$ cat config.mk
export PLATFORM = sky130hd
export DESIGN_NAME = timer_bank
export DESIGN_NICKNAME = d
export VERILOG_FILES = /design/src/rtl/timer_bank.sv
export SDC_FILE = /design/constraint.sdc
export NUM_CORES = 1
export LEC_CHECK = 0
export CAP_MARGIN = 20
export CORE_MARGIN = 2
export CORE_UTILIZATION = 25
export CTS_CLUSTER_DIAMETER = 50
export DETAILED_ROUTE_END_ITERATION = 8
export GPL_TIMING_DRIVEN = 0
export HOLD_SLACK_MARGIN = 0.05
export PLACE_DENSITY_LB_ADDON = 0.05
export SLEW_MARGIN = 15
export SYNTH_ARGS = -nofsm -noshare
export SYNTH_HDL_FRONTEND = slang
export SYNTH_SLANG_ARGS = --single-unit
export TNS_END_PERCENT = 50
$ cat constraint.sdc
create_clock -name clk -period 3 [get_ports clk]
set_input_delay 0.3 -clock clk [delete_from_list [all_inputs] [get_ports clk]]
set_output_delay 0.3 -clock clk [all_outputs]
set_load 0.05 [all_outputs]
$ cat src/rtl/timer_bank.sv
// Multi-channel countdown timer bank with per-channel one-shot/auto-reload FSM and maskable IRQ.
// Optional clock prescaler per channel is built only when TIMER_BANK_PRESCALE_EN is defined.
module timer_bank #(
    parameter int NUM_CH = 2,
    parameter int WIDTH  = 32,
    localparam int CH_W  = (NUM_CH > 1) ? $clog2(NUM_CH) : 1
) (
    input  logic              clk,
    input  logic              clr,
    input  logic [CH_W+1:0]   ADD_I,
    input  logic [31:0]       DAT_I,
    input  logic              WE_I,
    output logic [31:0]       DAT_O,
    output logic [NUM_CH-1:0] IRQ,
    output logic              IRQ_ANY
);

    typedef enum logic [1:0] {
        S_IDLE = 2'd0,
        S_LOAD = 2'd1,
        S_CNT  = 2'd2,
        S_INT  = 2'd3
    } state_t;

    logic [CH_W-1:0]  w_ch;
    logic [1:0]       w_reg;
    logic             w_ch_ok;
    logic [3:0][31:0] w_rd [NUM_CH];
    logic             w_unused;

    assign w_ch     = ADD_I[CH_W+1:2];
    assign w_reg    = ADD_I[1:0];
    assign w_ch_ok  = (32'(w_ch) < 32'(NUM_CH));
    assign w_unused = &{1'b0, DAT_I};

    for (genvar g = 0; g < NUM_CH; g++) begin : g_ch
        state_t           r_state;
        state_t           w_state_nxt;
        logic             r_en;
        logic             r_im;
        logic [1:0]       r_mode;
        logic [WIDTH-1:0] r_preset;
        logic [WIDTH-1:0] r_count;
        logic             r_pend;
        logic [7:0]       w_presc_rd;
        logic             w_sel;
        logic             w_wr_ctrl;
        logic             w_wr_pre;
        logic             w_wr_stat;
        logic             w_tick;
        logic             w_reload;
        logic             w_load;
        logic             w_dec;
        logic             w_set;
        logic             w_clr_en;

        assign w_sel     = WE_I && w_ch_ok && (w_ch == CH_W'(g));
        assign w_wr_ctrl = w_sel && (w_reg == 2'd0);
        assign w_wr_pre  = w_sel && (w_reg == 2'd1);
        assign w_wr_stat = w_sel && (w_reg == 2'd3);
        assign w_reload  = (r_mode == 2'b01);

`ifdef TIMER_BANK_PRESCALE_EN
        logic [7:0] r_presc;
        logic [7:0] r_psc;

        assign w_tick     = (r_psc == r_presc);
        assign w_presc_rd = r_presc;

        // Prescaler restarts at LOAD and only advances while actively counting.
        always_ff @(posedge clk or negedge clr) begin
            if (!clr) begin
                r_presc <= 8'd0;
                r_psc   <= 8'd0;
            end else begin
                if (w_wr_ctrl) r_presc <= DAT_I[11:4];
                if (w_load) begin
                    r_psc <= 8'd0;
                end else if (r_state == S_CNT && r_en) begin
                    r_psc <= w_tick ? 8'd0 : r_psc + 8'd1;
                end
            end
        end
`else
        assign w_tick     = 1'b1;
        assign w_presc_rd = 8'd0;
`endif

        always_comb begin
            w_state_nxt = r_state;
            w_load      = 1'b0;
            w_dec       = 1'b0;
            w_set       = 1'b0;
            w_clr_en    = 1'b0;
            case (r_state)
                S_IDLE: begin
                    if (r_en) w_state_nxt = S_LOAD;
                end
                S_LOAD: begin
                    w_load      = 1'b1;
                    w_state_nxt = S_CNT;
                end
                S_CNT: begin
                    if (!r_en) begin
                        w_state_nxt = S_IDLE;
                    end else if (w_tick) begin
                        if (r_count > WIDTH'(1)) begin
                            w_dec = 1'b1;
                        end else begin
                            w_set       = 1'b1;
                            w_state_nxt = S_INT;
                        end
                    end
                end
                S_INT: begin
                    if (w_reload) begin
                        w_state_nxt = S_LOAD;
                    end else begin
                        w_clr_en    = 1'b1;
                        w_state_nxt = S_IDLE;
                    end
                end
                default: w_state_nxt = S_IDLE;
            endcase
        end

        // CTRL writes outrank the one-shot EN clear; a PEND set outranks any clear.
        always_ff @(posedge clk or negedge clr) begin
            if (!clr) begin
                r_state  <= S_IDLE;
                r_en     <= 1'b0;
                r_im     <= 1'b0;
                r_mode   <= 2'b00;
                r_preset <= '0;
                r_count  <= '0;
                r_pend   <= 1'b0;
            end else begin
                r_state <= w_state_nxt;
                if (w_wr_ctrl) begin
                    r_en   <= DAT_I[0];
                    r_mode <= DAT_I[2:1];
                    r_im   <= DAT_I[3];
                end else if (w_clr_en) begin
                    r_en <= 1'b0;
                end
                if (w_wr_pre) r_preset <= DAT_I[WIDTH-1:0];
                if (w_load) begin
                    r_count <= (r_preset == '0) ? WIDTH'(1) : r_preset;
                end else if (w_dec) begin
                    r_count <= r_count - WIDTH'(1);
                end else if (w_set) begin
                    r_count <= '0;
                end
                if (w_set) begin
                    r_pend <= 1'b1;
                end else if (w_wr_ctrl || (w_wr_stat && DAT_I[0])) begin
                    r_pend <= 1'b0;
                end
            end
        end

        assign w_rd[g][0] = {20'd0, w_presc_rd, r_im, r_mode, r_en};
        assign w_rd[g][1] = 32'(r_preset);
        assign w_rd[g][2] = 32'(r_count);
        assign w_rd[g][3] = {31'd0, r_pend};
        assign IRQ[g]     = r_pend & r_im;
    end

    always_comb begin
        DAT_O = 32'd0;
        for (int i = 0; i < NUM_CH; i++) begin
            if (w_ch_ok && (32'(w_ch) == 32'(i))) DAT_O = w_rd[i][w_reg];
        end
    end

    assign IRQ_ANY = |IRQ;

endmodule

==> results.json, run 1 <==
{
  "status": "completed",
  "final-instance-count-excl-fill": 1373,
  "drt-pass1-iter-count": 5,
  "dieHeight_um": 185,
  "fin_area_um2": 10100,
  "post_cts_buffers": 0,
  "cts_max_level": 4,
  "timing.rr.end": "g_ch[1].r_count[3]",
  "power_density_nw_per_um2": 937,
  "cp-end-kind": "flop",
  "overflow": 0,
  "critPathKind": "reg -> reg",
  "cap_violations": 0,
  "syn_inst": 825,
  "clk_path_buf_depth": 2,
  "rows": 66,
  "antenna_found_initial": 0,
  "timing.final.crit_share_pct": 99.2,
  "leakagePower_nw": 3.81,
  "synth_edf_count": 0,
  "clock_latency_ns": 0.43,
  "seqPwrFrac_pct": 38.0,
  "r2r_start": "g_ch[1].r_count[28]",
  "ff2ff_path_depth": 6,
  "drc": 0,
  "worstPathArrival_ns": 3.29,
  "rrSetupSlack_ns": 0.02,
  "numCtsBuffers": 17,
  "clock_skew_ns": 0.0134,
  "p_switching_mw": 4.27,
  "crit_start": "g_ch[1].r_count[28]",
  "period_minus_slack_ns": 2.98,
  "clkTransAtPathRegs_ns": 0.07,
  "worstPathRequired_ns": 3.31,
  "io_buffer_count": 72,
  "worst_path_largest_cell_delay_ns": 0.77,
  "fin_ws_ns": 0.0250,
  "grt_usage_pct": 20.8,
  "cts_tree": "yes",
  "initial_utilization_pct": 25.3,
  "routedWlPerCell_um": 25.2,
  "switching_share_pct": 45.0,
  "crit_chain": "nor4_1, o2111ai_1, o31ai_4, buf_4, a21oi_1, a221o_1",
  "area_growth_pct": 23.6,
  "vias": 7454,
  "ys_warn_count": 0,
  "nNetsFinal": 960,
  "clkPwrFrac_pct": 22.6,
  "crit_fanout": 10,
  "synth_ff_type": "dfrtp_1",
  "critPathTopFamily": "compound AO/OA/AOI/OAI gates",
  "boundaryPins": 73,
  "cp.depth": 6,
  "p_int_mw": 5.22,
  "whs_ns": 0.393,
  "core_um2": 32400,
  "clock_sinks": 142,
  "tightest_slew_ns": 0.999,
  "gp_congestion": 0.813,
  "syn_area_um2": 8200,
  "min_path_type": "in -> async",
  "peakVddDrop_mv": 0.398,
  "postPlaceCellArea_um2": 9500,
  "fin_util_pct": 31.3,
  "most-common-layout-cells": "142 x dfrtp_1, 71 x mux2_2, 66 x a21oi_1, 52 x a22oi_1, 42 x nand2_1",
  "slew_headroom_pct": 33.4,
  "yosysSeqAreaShare_pct": 43.4,
  "crit_path_start_kind": "flop",
  "dieArea_um2": 34200,
  "syn_area_per_cell_um2": 9.93,
  "setup_violations": 0,
  "synth.distinct_cells": 68,
  "rsz0062_at_grt": "no",
  "die_width_um": 185,
  "critPathCapture": "g_ch[1].r_count[3]",
  "synthArstFlopShare_pct": 100,
  "routed_via_density": 5.43,
  "drtIter0Drc": 544,
  "cts_root_buf": "clkbuf_16",
  "ant_nets": 0,
  "wirelength_mm": 34.6,
  "clock.fmax_mhz": 336,
  "nFillCells": 3432,
  "path_buf_inv": 1,
  "syn-num-nets": 867,
  "ys_ff_latch": 142,
  "drive_gt1_share_pct": 19.3,
  "combinationalPowerShare_pct": 39.3,
  "grt_max_degree": 88,
  "cpMaxStageDelayCell": "nor4_1",
  "dp_slack_ns": -0.892,
  "antennaDiodeCount": 0,
  "place_inst": 1340,
  "grt_pass1_wl_mm": 51.6,
  "grt_pass1_vias": 7454,
  "drv_slew": 0,
  "hold_viol": 0,
  "dp_hpwl_mm": 26.3,
  "final_common_cell": "dfrtp_1"
}
routing by layer:
layer / routed length (µm) / vias up / track usage (%)
met3: 1260 / 29 / 2.67
li1: - / 3422 / -
met1: 16500 / 3821 / 29.7
met4: 514 / 0 / 5.11
met2: 16200 / 182 / 33.3
met5: 0 / - / 0
final cells by class:
type / instances / area [µm²] / share of cell area, %
multi-input cells: 611 / 4360 / 43.0
flip-flops and latches: 142 / 3550 / 35.1
repair buffers: 74 / 762 / 7.52
well taps: 442 / 553 / 5.46
clock buffers: 18 / 439 / 4.33
plain buffers: 57 / 264 / 2.61
clock inverters: 14 / 144 / 1.42
inverters: 15 / 56.3 / 0.556
cell usage after synthesis (7+ instances only):
library cell	n	area share, %
o21ai_0	39	2.4
inv_1	15	0.69
mux2_2	71	9.8
a22oi_1	52	4.8
nor3_1	26	1.6
a211oi_1	11	1.0
nor2_1	40	1.8
dfrtp_1	142	43
xnor2_1	9	0.96
xor2_1	7	0.75
nor4_1	30	2.3
a221oi_1	32	3.4
or3_1	11	0.84
nor2b_1	7	0.53
a21oi_1	67	4.1
nand4_1	16	1.2
a21o_1	7	0.64
nand2_1	42	1.9
nand3_1	23	1.4
a221o_1	11	1.3
clkbuf_1	44	2.0
power groups by stage:
| stage | Clock, mW | Sequential, mW | Combinational, mW |
|---|---|---|---|
| after floorplan | 0 | 3.21 | 2.60 |
| after global placement | 0 | 3.64 | 3.75 |
| after detailed placement | 0 | 3.61 | 3.74 |
| after CTS | 2.21 | 3.59 | 3.74 |
| after global routing | 2.28 | 3.73 | 4.09 |
| final | 2.15 | 3.61 | 3.74 |
flip-flops by register name (all words and copies together) (netlist names):
signal         flops
g_ch.r_en          2
g_ch.r_pend        2
g_ch.r_count      64
g_ch.r_preset     64
g_ch.r_im          2
g_ch.r_state       4
g_ch.r_mode        4
worst reg2reg max path, cell delays in order (launching register included):
cell and delay, ns:
dfrtp_1 0.45, nor4_1 0.77, o2111ai_1 0.40, o31ai_4 0.58
buf_4 0.32, a21oi_1 0.07, a221o_1 0.27
through the flow:
stage	TNS (ns)	total power [mW]
finish	0	9.49
global route	0	10.1
CTS	-0.000576	9.53
detailed placement	-27.07	7.35
global placement	-739.52	7.39
floorplan	0	5.81
logic make-up (layout without fill, tap and decap cells):
group | count (synthesis) | count (layout) | share of synthesized area, %
AOI/OAI and AO/OA | 267 | 267 | 22.4
and+or+nand+nor | 245 | 245 | 17.2
DFF | 142 | 142 | 43.4
muxes | 79 | 79 | 11.0
buffers and inverters | 72 | 178 | 3.65
xor gates and xnor gates | 16 | 16 | 1.71
adders and majority gates | 4 | 4 | 0.611
worst min-delay path by stage:
stage / depth (start not counted) / to / slack [ns] / startpoint
6_report: 2 / g_ch[1].r_count[2] / 0.39 / clr
5_1_grt: 2 / g_ch[1].r_count[2] / 0.44 / clr
4_1_cts: 2 / g_ch[1].r_count[2] / 0.40 / clr
3_5_place_dp: 1 / g_ch[1].r_state[0] / 0.27 / clr
3_3_place_gp: 1 / g_ch[0].r_im / 0.52 / g_ch[0].r_im
2_1_floorplan: 0 / g_ch[0].r_count[0] / 0.004 / clr
what timing repair did:
| item | CTS | global route |
|---|---|---|
| endpoints found under the hold margin | 55 | 0 |
| setup endpoints to repair | 32 | 47 |
| cloned | 0 | 0 |
| hold buffers | 1 | 0 |
| gates resized for setup | 90 | 16 |
Power figures use the tool's default switching activity.
==> inputs of run 2 (changes only) <==
- CORE_UTILIZATION: 25 -> 30
- DONT_BUFFER_PORTS: unset -> 1
==> results.json, run 2 (synthesis results as in run 1) <==
{
  "combinationalPowerShare_pct": 37.1,
  "cap_violations": 0,
  "tightest_slew_ns": 1.17,
  "worstPathRequired_ns": 2.70,
  "dp_hpwl_mm": 24.1,
  "path_buf_inv": 2,
  "grt_usage_pct": 22.7,
  "period_minus_slack_ns": 2.89,
  "drc": 0,
  "clkTransAtPathRegs_ns": 0.06,
  "p_switching_mw": 4.16,
  "hold_buffers": 32,
  "routedWlPerCell_um": 25.9,
  "whs_ns": -0.429,
  "rows": 60,
  "p_int_mw": 5.37,
  "dieArea_um2": 28700,
  "clk_path_buf_depth": 2,
  "ff2ff_path_depth": 6,
  "drive_gt1_share_pct": 16.0,
  "hold_viol": 142,
  "ant_nets": 0,
  "drt-pass1-iter-count": 5,
  "power_density_nw_per_um2": 988,
  "clkPwrFrac_pct": 24.8,
  "final-instance-count-excl-fill": 1237,
  "final_common_cell": "dfrtp_1",
  "boundaryPins": 73,
  "drv_slew": 0,
  "routed_via_density": 6.01,
  "top_regs": "g_ch.r_count (64), g_ch.r_preset (64)",
  "cts_tree": "yes",
  "crit_path_start_kind": "primary input",
  "peakVddDrop_mv": 0.363,
  "place_inst": 1172,
  "vias": 7438,
  "slew_headroom_pct": 22.4,
  "grt_pass1_vias": 7249,
  "critPathKind": "in -> out",
  "most-common-layout-cells": "142 x dfrtp_1, 71 x mux2_2, 63 x a21oi_1, 52 x a22oi_1, 45 x clkbuf_1",
  "min_path_type": "in -> async",
  "switching_share_pct": 43.7,
  "dieHeight_um": 169,
  "antenna_found_initial": 1,
  "overflow": 0,
  "postPlaceCellArea_um2": 8670,
  "initial_utilization_pct": 30.5,
  "area_growth_pct": 17.7,
  "clock_latency_ns": 0.43,
  "grt_max_degree": 143,
  "grt_pass1_wl_mm": 48.7,
  "core_um2": 26900,
  "post_cts_buffers": 0,
  "timing.final.crit_share_pct": 96.2,
  "worst_path_largest_cell_delay_ns": 0.95,
  "clock_skew_ns": 0.0125,
  "clock_sinks": 142,
  "gp_congestion": 0.928,
  "die_width_um": 169,
  "rsz0062_at_grt": "no",
  "leakagePower_nw": 3.62,
  "setup_violations": 0,
  "cts_root_buf": "clkbuf_16",
  "seqPwrFrac_pct": 38.0,
  "crit_fanout": 10,
  "numCtsBuffers": 17,
  "io_buffer_count": 0,
  "cp-end-kind": "primary output",
  "violations": "negative hold slack",
  "clock.fmax_mhz": 346,
  "fin_area_um2": 9650,
  "status": "complete, but fails checks",
  "cp.depth": 5,
  "worstPathArrival_ns": 2.59,
  "critPathTopFamily": "compound AO/OA/AOI/OAI gates",
  "crit_chain": "nor2b_1, clkbuf_1, buf_1, a22oi_1, a21oi_1",
  "wirelength_mm": 32.1,
  "drtIter0Drc": 893,
  "nNetsFinal": 924,
  "cpMaxStageDelayCell": "a21oi_1",
  "cts_max_level": 4
}
run 2: changes by cell type in the layout (fill, tap and decap cells not counted), moves of 3 or more:
cell	before	now
a21oi_2	1	4
clkdlybuf4s15_2	21	0
clkbuf_8	1	4
dlygate4sd2_1	4	0
dlygate4sd3_1	1	32
clkbuf_1	31	45
buf_4	2	8
clkinvlp_4	5	2
a21oi_1	66	63
clkdlybuf4s50_1	39	0
clkbuf_2	18	1
run 2: worst register-to-register path, delay by kind of cell (launching register included):
family                 cells  cell delay, ns
AOI/OAI and AO/OA          2            0.59
buffers and inverters      2            0.83
DFF                        1            0.44
and+or+nand+nor            2            0.82
run 2: metrics by stage:
| step | util, % | setup slack (ns) | TNS [ns] | hold WS, ns | total power, mW |
|---|---|---|---|---|---|
| floorplan | - | 0.761 | 0 | 0.00441 | 5.81 |
| global placement | 32.1 | -0.0547 | -0.104 | 0.0129 | 7.02 |
| detailed placement | 32.2 | 0.0712 | 0 | 0.0162 | 7.06 |
| CTS | 35.8 | 0.0509 | 0 | -0.438 | 9.50 |
| global route | 35.9 | 0.00184 | 0 | -0.452 | 10.1 |
| finish | 35.9 | 0.113 | 0 | -0.429 | 9.53 |
run 2: power by group through the flow:
stage                     clock (mW)  combinational [mW]  sequential [mW]
after floorplan                    0                2.60             3.21
after global placement             0                3.41             3.61
after detailed placement           0                3.45             3.61
after CTS                       2.41                3.51             3.59
after global routing            2.49                3.86             3.72
final                           2.37                3.54             3.62
run 2: timing repair:
item,in CTS,in global routing
gates resized for setup,0,4
hold endpoints to repair,214,142
setup endpoints to repair,0,4
run 2: final timing paths:
path	slack (ns)	startpoint	end
max in group asynchronous	3.20	clr	g_ch[0].r_count[19]
worst max register to register	0.18	g_ch[0].r_count[10]	g_ch[0].r_count[13]
min in group clk	0.16	ADD_I[1]	g_ch[0].r_en
worst min register to register	0.54	g_ch[1].r_mode[0]	g_ch[1].r_mode[0]
worst max-delay path	0.11	ADD_I[1]	DAT_O[12]
worst min-delay path	-0.43	clr	g_ch[1].r_count[0]
run 2: final cells by class:
class / count / area (µm²)
inverters: 15 / 56.3
diodes: 1 / 2.50
flip-flops and latches: 142 / 3550
plain buffers: 57 / 243
repair buffers: 38 / 365
clock inverters: 10 / 159
well taps: 341 / 427
multi-input cells: 611 / 4360
fillers: 2717 / 17200
clock buffers: 22 / 484
run 2: routing by layer:
metal	up-vias	GRT usage (%)	routed length, µm
met3	33	3.71	1680
met5	-	0	0
met2	284	37.5	15500
li1	3365	-	-
met1	3756	30.8	14300
met4	0	6.47	630
